[src/rtl/ram_copy_ctrl_pkg.sv]
// Shared definitions for the ROM-to-RAM copy/verify controller.
package ram_copy_ctrl_pkg;

    localparam int unsigned ADDR_W_DEF = 4;
    localparam int unsigned DATA_W_DEF = 4;

    typedef enum logic [2:0] {
        ST_IDLE,
        ST_COPY,
        ST_VERIFY,
        ST_LAST,
        ST_DONE
    } state_t;

endpackage

[src/rtl/ram_copy_ctrl.sv]
// ROM-to-RAM copy followed by a read-back verify pass, with a host port
// that may use the RAM only while the controller is idle.
module ram_copy_ctrl
    import ram_copy_ctrl_pkg::*;
#(
    parameter int unsigned ADDR_W = ADDR_W_DEF,
    parameter int unsigned DATA_W = DATA_W_DEF
) (
    input  logic              clk,
    input  logic              reset,
    input  logic              start,
    output logic              busy,
    output logic              done,
    output logic              pass,
    output logic [ADDR_W:0]   err_count,
    output logic [ADDR_W-1:0] rom_addr,
    input  logic [DATA_W-1:0] rom_data,
    output logic [ADDR_W-1:0] ram_addr,
    output logic              ram_wren,
    output logic [DATA_W-1:0] ram_data,
    input  logic [DATA_W-1:0] ram_q,
    input  logic              host_req,
    input  logic              host_wren,
    input  logic [ADDR_W-1:0] host_addr,
    input  logic [DATA_W-1:0] host_wdata,
    output logic              host_gnt,
    output logic [DATA_W-1:0] host_rdata,
    output logic              host_rvalid
);

    localparam logic [ADDR_W-1:0] LAST_IDX = '1;
    localparam logic [ADDR_W-1:0] IDX_ONE  = ADDR_W'(1);
    localparam logic [ADDR_W:0]   ERR_ONE  = (ADDR_W + 1)'(1);

    state_t              r_state;
    state_t              w_state_next;
    logic [ADDR_W-1:0]   r_idx;
    logic [ADDR_W-1:0]   r_cmp_addr;
    logic [ADDR_W:0]     r_err_count;
    logic                r_pass;
    logic                r_done;
    logic                r_host_rvalid;
    logic                w_host_gnt;
    logic                w_cmp_en;
    logic                w_mismatch;

    // Host wins the RAM only when idle and no copy is being requested this cycle.
    assign w_host_gnt = host_req & (r_state == ST_IDLE) & ~start & ~reset;

    // Read data for idx arrives one cycle late; compare against the ROM word of the
    // delayed address, skipping the first VERIFY cycle which has no read yet.
    assign w_cmp_en   = ((r_state == ST_VERIFY) && (r_idx != '0)) || (r_state == ST_LAST);
    assign w_mismatch = (ram_q != rom_data);

    // done/pass are registered out of DONE, so busy also spans the done cycle.
    assign busy        = (r_state != ST_IDLE) | r_done;
    assign done        = r_done;
    assign pass        = r_pass;
    assign err_count   = r_err_count;
    assign host_gnt    = w_host_gnt;
    assign host_rdata  = ram_q;
    assign host_rvalid = r_host_rvalid;

    // State register.
    always_ff @(posedge clk) begin
        if (reset) begin
            r_state <= ST_IDLE;
        end else begin
            r_state <= w_state_next;
        end
    end

    // Next-state decode.
    always_comb begin
        w_state_next = r_state;
        case (r_state)
            ST_IDLE:   if (start) w_state_next = ST_COPY;
            ST_COPY:   if (r_idx == LAST_IDX) w_state_next = ST_VERIFY;
            ST_VERIFY: if (r_idx == LAST_IDX) w_state_next = ST_LAST;
            ST_LAST:   w_state_next = ST_DONE;
            ST_DONE:   w_state_next = ST_IDLE;
            default:   w_state_next = ST_IDLE;
        endcase
    end

    // RAM/ROM port drive per state, with the host steering the RAM when granted.
    always_comb begin
        rom_addr = r_idx;
        ram_addr = r_idx;
        ram_wren = 1'b0;
        ram_data = rom_data;
        case (r_state)
            ST_IDLE: begin
                if (w_host_gnt) begin
                    ram_addr = host_addr;
                    ram_wren = host_wren;
                    ram_data = host_wdata;
                end
            end
            ST_COPY:   ram_wren = 1'b1;
            ST_VERIFY: rom_addr = r_cmp_addr;
            ST_LAST:   rom_addr = r_cmp_addr;
            default:   ram_wren = 1'b0;
        endcase
        if (reset) begin
            ram_wren = 1'b0;
        end
    end

    // Index, compare address, error count, result flags and host read return.
    always_ff @(posedge clk) begin
        if (reset) begin
            r_idx         <= '0;
            r_cmp_addr    <= '0;
            r_err_count   <= '0;
            r_pass        <= 1'b0;
            r_done        <= 1'b0;
            r_host_rvalid <= 1'b0;
        end else begin
            r_cmp_addr    <= r_idx;
            r_done        <= (r_state == ST_DONE);
            r_host_rvalid <= w_host_gnt & ~host_wren;
            case (r_state)
                ST_IDLE: begin
                    if (start) begin
                        r_idx       <= '0;
                        r_err_count <= '0;
                        r_pass      <= 1'b0;
                    end
                end
                ST_COPY, ST_VERIFY: r_idx <= r_idx + IDX_ONE;
                ST_DONE: r_pass <= (r_err_count == '0);
                default: r_idx <= r_idx;
            endcase
            if (w_cmp_en && w_mismatch) begin
                r_err_count <= r_err_count + ERR_ONE;
            end
        end
    end

endmodule

[config.mk]
export PLATFORM = sky130hd
export DESIGN_NAME = ram_copy_ctrl
export DESIGN_NICKNAME = d
export VERILOG_FILES = /design/src/rtl/ram_copy_ctrl_pkg.sv /design/src/rtl/ram_copy_ctrl.sv
export SDC_FILE = /design/constraint.sdc
export NUM_CORES = 1
export LEC_CHECK = 0
export CORE_MARGIN = 4
export CORE_UTILIZATION = 42
export CTS_BUF_LIST = sky130_fd_sc_hd__clkbuf_16
export CTS_CLUSTER_SIZE = 12
export DETAILED_ROUTE_END_ITERATION = 8
export HOLD_SLACK_MARGIN = 0.15
export PLACE_DENSITY = 0.8
export SETUP_SLACK_MARGIN = 0.05
export SYNTH_ARGS = -nofsm -noshare
export SYNTH_HDL_FRONTEND = slang
export SYNTH_SLANG_ARGS = --single-unit
[constraint.sdc]
create_clock -name clk -period 1.8 [get_ports clk]
set_input_delay 0.45 -clock clk [delete_from_list [all_inputs] [get_ports clk]]
set_output_delay 0.45 -clock clk [all_outputs]
set_load 0.03 [all_outputs]
==> summary.txt, run 1 <==
Job
  • Max_cap viols: 0

CTS
  • Worst-path clk slew: 50 ps
  • Clock buffer count from CTS: 3
  • # clock sinks: 19
  • Worst-case clock buffer depth: 2
  • Root buffer cell: clkbuf_16
  • H-tree Lvls: 1
  • CTS tree: done
  • Clk_lat worst skew: 250 ps
  • Number of hold buffers added after CTS: 0

Global route
  • First-pass GRT wire length: 5.28 mm
  • Initial antenna violation count: 0
  • Largest net degree at the start of global routing: 17
  • Grt ovf: 0
  • Tot GR Track Use: 19.6%
  • Vias in the first global route: 1156

Place
  • Final GP Congestion: 0.816
  • Inst Count DP: 216
  • Place WS: -361 ps
  • Port Buffers: 47
  • DP Wirelength: 2.26 mm

Outcome
  • Failing checks: setup timing
  • Status: finished, violations left

Yosys
  • Syn. warnings: 0
  • Xor/xnor share of the synthesized area: 7.63%
  • Number of flops mapped to enable cells by yosys: 0
  • Register bit total from synthesis: 19
  • Gate Count Post-Synth: 138
  • Sequential share of the synthesized area: 33.1%
  • Simple-gate share of the synthesized area: 32.9%
  • Syn nets: 163
  • Syn avg cell area: 8.32 µm²
  • Largest family of logic cells by synthesized area: simple AND/OR/NAND/NOR gates
  • Complex-gate fraction of the synthesized area: 6.43%
  • Post-synthesis adder-cell area fraction: 4.36%
  • Synthesized cell area: 0.00115 mm²
  • Synth Flop Type: dfxtp_1
  • Asr flop ratio synth: 0%
  • Post-synthesis mux area share: 7.19%
  • Netlist cell types: 38

Worst setup path
  • Worst setup path category: reg -> out
  • CP Data Arrival Time: 1430 ps
  • Type of origin of the critical path: flop
  • Crit end category: output pin
  • CP required: 1350 ps
  • Worst-path fanout max: 3

Timing
  • Final hold violations: 0
  • Post-Route Setup TNS: -598 ps
  • Final period util: 104%
  • RSZ-0062 raised after global routing: yes
  • Final setup viols: 12
  • Setup WS post-layout: -76.2 ps
  • Worst hold slack: 509 ps
  • Fmax: 0.533 GHz
  • Slew @ Worst Pin: 353 ps
  • Relative slew margins: 76.1%
  • Min Clock Period, post-route: 1880 ps
  • Fin. max-slew vios: 0
  • Final Skew: 2.64 ps

Finish
  • Final core occ: 73.9%
  • Synthesis-to-layout area growth: 63.8%
  • N_diodes: 0
  • Most frequent cells in the layout: clkdlybuf4s50_1 (20), dfxtp_1 (17), buf_4 (17), nand2_2 (14)
  • Final Instance Count excl. Fillers: 224
  • Commonest non-fill, non-tap cell in the layout: clkdlybuf4s50_1
  • Nets: 220
  • Share of layout cells above drive strength 1: 38.1%
  • Fillcell total: 187

Floorplanning
  • Core Box Area: 0.00254 mm²
  • DIE WIDTH: 60.3 µm
  • IO Count: 48
  • Initial Util: 45.1%
  • Die Area: 0.00364 mm²
  • Die H: 60.3 µm
  • Row count: 18

Drt
  • DRC: 0
  • WL per Instance: 14.6 µm
  • Drt pass-1 iters: 2
  • Remaining antenna violation count: 0
  • Via count: 1136
  • Vias per cell: 5.07
  • Drt total wl: 3.28 mm
  • Initial DRC count: 21

Pwr
  • Leakage: 0.847 nW
  • P per Cell Area: 601 mW/mm²
  • Peak VDD IR: 0.652 mV

Hold path
  • Worst hold path class: reg -> reg
logic make-up after synthesis:
family	Yosys count
XOR/XNOR	10
AND/OR/NAND/NOR	70
adder cells (fa/ha/maj)	4
flip-flops	19
AO/OA/AOI/OAI	12
buffers and inverters	15
multiplexers	8
cells in the mapped netlist, types with 2 or more instances:
| cell | count | area share, % |
|---|---|---|
| nand2_1 | 28 | 9.2 |
| and2_1 | 2 | 1.1 |
| inv_1 | 4 | 1.3 |
| nor2b_1 | 4 | 2.2 |
| nand2b_1 | 5 | 2.7 |
| buf_6 | 3 | 2.9 |
| ha_1 | 4 | 4.4 |
| mux2_2 | 2 | 2.0 |
| dfxtp_1 | 19 | 33 |
| nand3_1 | 2 | 0.87 |
| a21oi_1 | 4 | 1.7 |
| nor3_1 | 4 | 1.7 |
| buf_2 | 2 | 0.87 |
| mux2i_1 | 6 | 5.2 |
| buf_4 | 4 | 2.6 |
| and3_1 | 2 | 1.1 |
| nand3_2 | 3 | 2.6 |
| xnor2_1 | 9 | 6.9 |
| nor2_1 | 10 | 3.3 |
| o21ai_0 | 3 | 1.3 |
timing repair:
item | 4_1_cts | 5_1_grt
pin swaps | 14 | 6
setup endpoints to repair | 19 | 15
gates resized for setup | 46 | 11
cloned | 1 | 0
setup buffers | 1 | 2
flip-flops by register name (all words and copies together), names as in the netlist:
register,cells
done,1
pass,1
r_idx,4
host_rvalid,1
r_cmp_addr,4
r_state,3
err_count,5
worst paths after layout:
check,slack [ps],from,end,cells past startpoint
worst min-delay path,510,pass$_SDFFE_PP0P_,pass$_SDFFE_PP0P_,2
worst max-delay path,-80,r_state[1]$_SDFFE_PP0P_,rom_addr[3],3
worst max register to register,240,r_idx[0]$_SDFFE_PP0P_,err_count[1]$_SDFFE_PP0P_,5
worst min register to register,510,pass$_SDFFE_PP0P_,pass$_SDFFE_PP0P_,2
stage by stage:
stage | power [mW] | instance area [µm²]
5_1_grt | 1.18 | 1880
4_1_cts | 1.13 | 1840
3_3_place_gp | 0.661 | 1640
3_5_place_dp | 0.664 | 1640
6_report | 1.13 | 1880
2_1_floorplan | 0.566 | 1170
power by group:
group          internal, mW  switching (mW)  leakage, nW
registers             0.427         0.00473        0.155
logic                 0.123           0.130        0.650
clock network         0.295           0.151       0.0423
critical path, cell delays in order (launching register included):
cell and delay [ps]:
dfxtp_2 340, nor2b_2 200, mux2_2 350, clkdlybuf4s15_2 280
per-layer routing:
layer	wire length (µm)	up-vias	share of wire [%]	track usage [%]
li1	-	562	-	-
met4	40	0	1.2	6.96
met1	1250	531	38	21.8
met3	277	5	8.5	4.10
met5	0	-	0	0
met2	1700	38	52	36.1
final cells by class:
type	instances	area (µm²)	share of cell area, %
repair buffers	61	583	31.0
inverters	5	21.3	1.13
multi-input cells	104	771	41.0
flip-flops and latches	19	383	20.3
well taps	30	37.5	1.99
repair inverters	1	7.51	0.399
clock buffers	3	75.1	3.99
clock inverters	1	3.75	0.199
Note: power is estimated with default switching activity, not from simulation.
==> run 2: changes to the inputs <==
--- a/config.mk
+++ b/config.mk
@@ -5,6 +5,7 @@
 export SDC_FILE = /design/constraint.sdc
 export NUM_CORES = 1
 export LEC_CHECK = 0
+export CORE_ASPECT_RATIO = 1.1
 export CORE_MARGIN = 4
 export CORE_UTILIZATION = 42
 export CTS_BUF_LIST = sky130_fd_sc_hd__clkbuf_16
@@ -13,6 +14,8 @@
 export HOLD_SLACK_MARGIN = 0.15
 export PLACE_DENSITY = 0.8
 export SETUP_SLACK_MARGIN = 0.05
+export SKIP_LAST_GASP = 1
+export SLEW_MARGIN = 20
 export SYNTH_ARGS = -nofsm -noshare
 export SYNTH_HDL_FRONTEND = slang
 export SYNTH_SLANG_ARGS = --single-unit
==> summary.txt, run 2 (synthesis results as in run 1) <==
Outcome
  • Status: finished, violations left
  • Failing checks: setup timing

Floorplanning
  • Core Box Area: 0.00257 mm²
  • DIE WIDTH: 57.9 µm
  • Initial Util: 44.7%
  • Die H: 62.8 µm
  • Die Area: 0.00364 mm²
  • IO Count: 48
  • Row count: 19

Global route
  • Initial antenna violation count: 0
  • Grt ovf: 0
  • Tot GR Track Use: 17.7%
  • Vias in the first global route: 1153
  • Largest net degree at the start of global routing: 17
  • First-pass GRT wire length: 5.08 mm

Finish
  • Nets: 223
  • Most frequent cells in the layout: buf_4 (21), clkdlybuf4s50_1 (19), dfxtp_1 (17), nand2_2 (16), buf_6 (15)
  • Final instance area: 0.00190 mm²
  • Max reg flops: 5
  • Final core occ: 73.8%
  • Commonest non-fill, non-tap cell in the layout: buf_4
  • Share of layout cells above drive strength 1: 39.1%
  • N_diodes: 0
  • Synthesis-to-layout area growth: 65.0%

Timing
  • Worst hold slack: 517 ps
  • Slew @ Worst Pin: 358 ps
  • Final period util: 104%
  • Relative slew margins: 76.1%
  • RSZ-0062 raised after global routing: yes
  • Fmax: 0.535 GHz
  • Fin. max-slew vios: 0
  • Final Skew: 1.01 ps
  • Final hold violations: 0
  • Min Clock Period, post-route: 1870 ps
  • Final setup viols: 10
  • Setup WS post-layout: -68.9 ps

Place
  • Final GP Congestion: 0.803
  • Port Buffers: 47
  • DP Wirelength: 2.23 mm
  • Place WS: -364 ps
  • Placed Instance Area: 0.00165 mm²

Worst setup path
  • Type of origin of the critical path: flop
  • Crit end category: output pin
  • Critical R2R Launch: r_idx[0]$_SDFFE_PP0P_
  • FF-to-FF setup slack: 270 ps
  • Slowest cell on the critical path: dfxtp_2
  • CP required: 1350 ps
  • Worst setup path category: reg -> out
  • Worst-path cell chain: buf_6 > nor2_4 > nand3_4 > clkinvlp_4 > nand2_2 > nand2_2 > buf_6
  • RR Endpoint: err_count[1]$_SDFFE_PP0P_
  • Worst r2r path cells: 5
  • CP max stage delay: 330 ps
  • CP Data Arrival Time: 1420 ps
  • Worst-path fanout max: 6

Pwr
  • P per Cell Area: 599 mW/mm²
  • Leakage: 0.881 nW
  • Peak VDD IR: 0.522 mV

CTS
  • # clock sinks: 19
  • Worst-case clock buffer depth: 2
  • H-tree Lvls: 1
  • Worst-path clk slew: 50 ps
  • Clk_lat worst skew: 250 ps
  • CTS tree: done
  • Number of hold buffers added after CTS: 0
  • Clock buffer count from CTS: 3
  • Root buffer cell: clkbuf_16

Drt
  • Drt total wl: 3.22 mm
  • Initial DRC count: 17
  • Via count: 1151
  • Vias per cell: 5.05
  • Remaining antenna violation count: 0
  • DRC: 0
  • Drt pass-1 iters: 2
  • WL per Instance: 14.1 µm

Hold path
  • Worst hold path class: reg -> reg
  • Hold EP: err_count[4]$_SDFFE_PP0P_
  • Hold depth: 2
  • Worst Min Path Start: err_count[4]$_SDFFE_PP0P_

Job
  • Max_cap viols: 0
[run 2: cell types whose count changed in the layout (fill, tap and decap cells not counted), moves of 2 or more]
cell	delta
buf_4	+4
clkdlybuf4s15_2	-2
nand2_4	-2
nand2_2	+2
buf_8	-2
buf_6	+3
[run 2: worst max-delay path, delay by kind of cell, from the launching register on]
family	cells	cell delay (ps)
buffers and inverters	3	440
flip-flops	1	330
AND/OR/NAND/NOR	4	390
[run 2: final cells by class]
type | instances | area, µm²
multi-input cells | 104 | 769
fillers | 196 | 672
repair buffers | 64 | 597
flip-flops and latches | 19 | 383
clock buffers | 3 | 75.1
well taps | 31 | 38.8
inverters | 5 | 21.3
repair inverters | 1 | 7.51
clock inverters | 1 | 3.75
[run 2: per-layer routing]
| layer | track usage (%) | routed length (µm) |
|---|---|---|
| met1 | 18.2 | 1240 |
| met5 | 0 | 0 |
| met3 | 4.13 | 263 |
| met4 | 6.96 | 46 |
| met2 | 33.3 | 1660 |
[run 2: power breakdown]
| group | switching, mW | internal [mW] |
|---|---|---|
| Clock | 0.155 | 0.295 |
| Sequential | 0.00500 | 0.427 |
| Combinational | 0.130 | 0.123 |
[run 2: metrics by stage]
step,cells,setup TNS (ps),power [mW]
2_1_floorplan,138,-62.9,0.566
4_1_cts,225,-764,1.13
5_1_grt,228,-1110,1.18
3_3_place_gp,218,-3580,0.662
3_5_place_dp,218,-3860,0.664
6_report,228,-443,1.13
[run 2: worst max path at each step]
stage | from | to | slack (ps) | cells past startpoint
after floorplan | r_state[1]$_SDFFE_PP0P_ | rom_addr[0] | -30 | 4
after global placement | start | ram_wren | -340 | 6
after detailed placement | start | ram_data[2] | -360 | 7
after CTS | r_state[1]$_SDFFE_PP0P_ | ram_data[0] | -90 | 7
after global routing | r_state[2]$_SDFFE_PP0P_ | ram_data[0] | -140 | 7
final | r_state[2]$_SDFFE_PP0P_ | ram_data[0] | -70 | 7
[run 2: what timing repair did]
item,CTS,global route
pin swaps,12,8
gates resized for setup,48,18
setup endpoints to repair,19,14
setup buffers,2,3
cloned,1,0
==> RTL edit: new RTL, config.mk and constraints of run 1 <==
Set the package constant `ADDR_W_DEF` to 3 (it was 4).
--- a/src/rtl/ram_copy_ctrl_pkg.sv
+++ b/src/rtl/ram_copy_ctrl_pkg.sv
@@ -3,3 +3,3 @@
 
-    localparam int unsigned ADDR_W_DEF = 4;
+    localparam int unsigned ADDR_W_DEF = 3;
     localparam int unsigned DATA_W_DEF = 4;
Interface: changed (resized err_count, host_addr, ram_addr and rom_addr); port bits go from 48 to 44. The function was not compared with the original's and may differ.
==> RTL edit against run 1 <==
The run still ends with setup timing left. Synthesized cell count fell by 21%. Wire length down 10%. Sequential power shrank 15%. Design area fell by 11%. Hold slack got worse by 0.050 ns. Utilization up 0.14 points. Total power is 7.2% lower. Count of clock-buffer cells in the layout unchanged. Sequential cell count shrank 3. Setup slack got worse by 0.11 ns. Synthesized area decreased by 12%.
==> RTL edit: results (changes against run 1) <==
The share of final-layout standard cells stronger than drive strength 1 was 39.4% (was 38.1%); the slack of the worst reg-to-reg path was 0.42 ns (was 0.24 ns). The average wire length per cell after detail routing came out at 15.2 um (was 14.6 um). The detailed-routing iteration count for the pre-antenna-repair pass is 4 (was 2), and the detailed router's first-iteration violation count is 20 (was 21). The clock buffer count from CTS is 3 (unchanged), and the maximum fanout along the worst path is 4 (was 3). The run finished, with violations left. The final-layout setup total negative slack is -1.44 ns (was -0.598 ns), and the reported net switching power is 264 uW (was 286 uW).

Final-report setup violation count: 11 (was 12). Startpoint of the worst-slack reg-to-reg timing path: r_state[0] (was r_idx[0]). The number of flip-flops in the largest register is 4 (was 5). The clock insertion delay at the later pin of the skew report was 0.25 ns (about the same); the via count of the first global-routing pass was 1003 (was 1156).

The root buffer cell was clkbuf_16 (unchanged). The maximum number of pins on one net before global-route repair came out at 18 (was 17). The number of enable flip-flop cells after synthesis was 0 (unchanged); the clock tree skew after final layout was 0.00329 ns (was 0.00264 ns). The run gives 2.04 mm (was 2.26 mm) as the half-perimeter wire length after placement.

The run gives 0 (unchanged) as the antenna diode instance count. For the minimum setup slack after placement, the log shows -0.888 ns (was -0.361 ns). H-tree level count: 1 (unchanged).

The most used flip-flop cell after synthesis was dfxtp_1 (unchanged). The count of synthesis-stage warnings from yosys came out at 0 (unchanged). Violations in the final reports: setup timing (unchanged). For the first-pass GRT wire length, the log shows 4.75 mm (was 5.28 mm). The maximum clock path buffer count is 2 (unchanged), and the part of the power in the clock network is 41.8% (was 39.4%). The share of async-settable or async-resettable flops after synthesis works out to 0% (unchanged).

For the overall fraction of global-route tracks in use, the log shows 18.9% (was 19.6%). For the worst max-slew margin expressed relative to the limit, the log shows 75.7% (was 76.1%). The count of input and output buffers works out to 43 (was 47). The tools report the power consumed by sequential cells as 367 uW (was 432 uW). For the maximum vdd ir drop, the log shows 0.870 mV (was 0.652 mV).

Standby leakage power: 0.783 nW (was 0.847 nW). The critical path class is reg -> out (unchanged). The data arrival time of the critical path is 1.53 ns (was 1.43 ns). The last weighted congestion value of the routability-driven placer is 0.786 (was 0.816), and the total via count after detailed routing is 989 (was 1136). The capturing element of the worst setup path is ram_data[3] (was rom_addr[3]). Most numerous cell types in the synthesized netlist: dfxtp_1 (16), nor2_1 (12), nand2_1 (11) (was nand2_1 (28), dfxtp_1 (19), nor2_1 (10)). The net count after synthesis is 134 (was 163), and the worst-case reg-to-reg path depth is 6 (was 5). The number of antenna violations at the first check in global routing is 0 (unchanged).

The number of distinct library cell variants in the gate-level netlist after synthesis was 34 (was 38). Ranking of synthesized cells by area: dfxtp_1 (32%), mux2_4 (10%), ha_1 (6.2%), xnor2_1 (5.2%), nor2_1 (4.5%) (was dfxtp_1 (33%), nand2_1 (9.2%), xnor2_1 (6.9%), mux2i_1 (5.2%), ha_1 (4.4%)). The tools report the share of the yosys chip area belonging to registers as 31.7% (was 33.1%).

Reg-to-reg endpoint: r_idx[2] (was err_count[1]). The logs give -0.181 ns (was -0.0762 ns) for the setup slack after layout and 191 (was 220) for the post-layout net count.
-- RTL edit: critical path, cell delays in order (launching register included) --
cell,delay [ns]
dfxtp_2,0.33
nor3_4,0.24
nand2_4,0.12
buf_12,0.15
mux2_4,0.29
buf_6,0.14
-- RTL edit: cell families after synthesis --
| logic type | share of synthesized area (%) |
|---|---|
| xor gates and xnor gates | 6.06 |
| muxes | 16.6 |
| buffers and inverters | 9.03 |
| adders and majority gates | 6.19 |
| DFF | 31.7 |
| and+or+nand+nor | 23.9 |
| AOI/OAI and AO/OA | 6.56 |
-- RTL edit: what timing repair did --
action,4_1_cts,5_1_grt
resized for setup,78,8
endpoints found under the setup margin,17,13
pin swaps,4,2
buffers inserted,3,1
-- RTL edit: area by class of cell --
class	count	area, um^2
Multi-Input combinational cell	78	626
Fill cell	166	584
Timing Repair Buffer	61	581
Sequential cell	16	324
Clock buffer	3	75.1
Tap cell	28	35.0
Inverter	6	26.3
Clock inverter	1	3.75
-- RTL edit: through the flow --
stage,instances,area (um^2),total power [mW],util (%)
after floorplan,109,1020,0.499,-
after global placement,185,1500,0.592,66.6
after detailed placement,185,1500,0.598,66.6
after CTS,192,1640,1.05,72.8
after global routing,193,1670,1.09,74.1
final,193,1670,1.05,74.1
-- RTL edit: how the worst min path moves through the flow --
stage | end | startpoint | slack [ns] | cells past startpoint
after floorplan | r_cmp_addr[1] | r_idx[1] | 0.48 | 2
after global routing | pass | pass | 0.52 | 2
final | pass | pass | 0.46 | 2
after CTS | pass | pass | 0.46 | 2
after detailed placement | pass | pass | 0.45 | 2
after global placement | pass | pass | 0.45 | 2
-- RTL edit: layer usage --
layer	global-route usage [%]	vias up	part of all wire, %
met3	5.66	6	7.2
met1	19.9	470	39
met4	8.94	0	2.2
met2	34.3	39	52
li1	-	474	-
met5	0	-	0
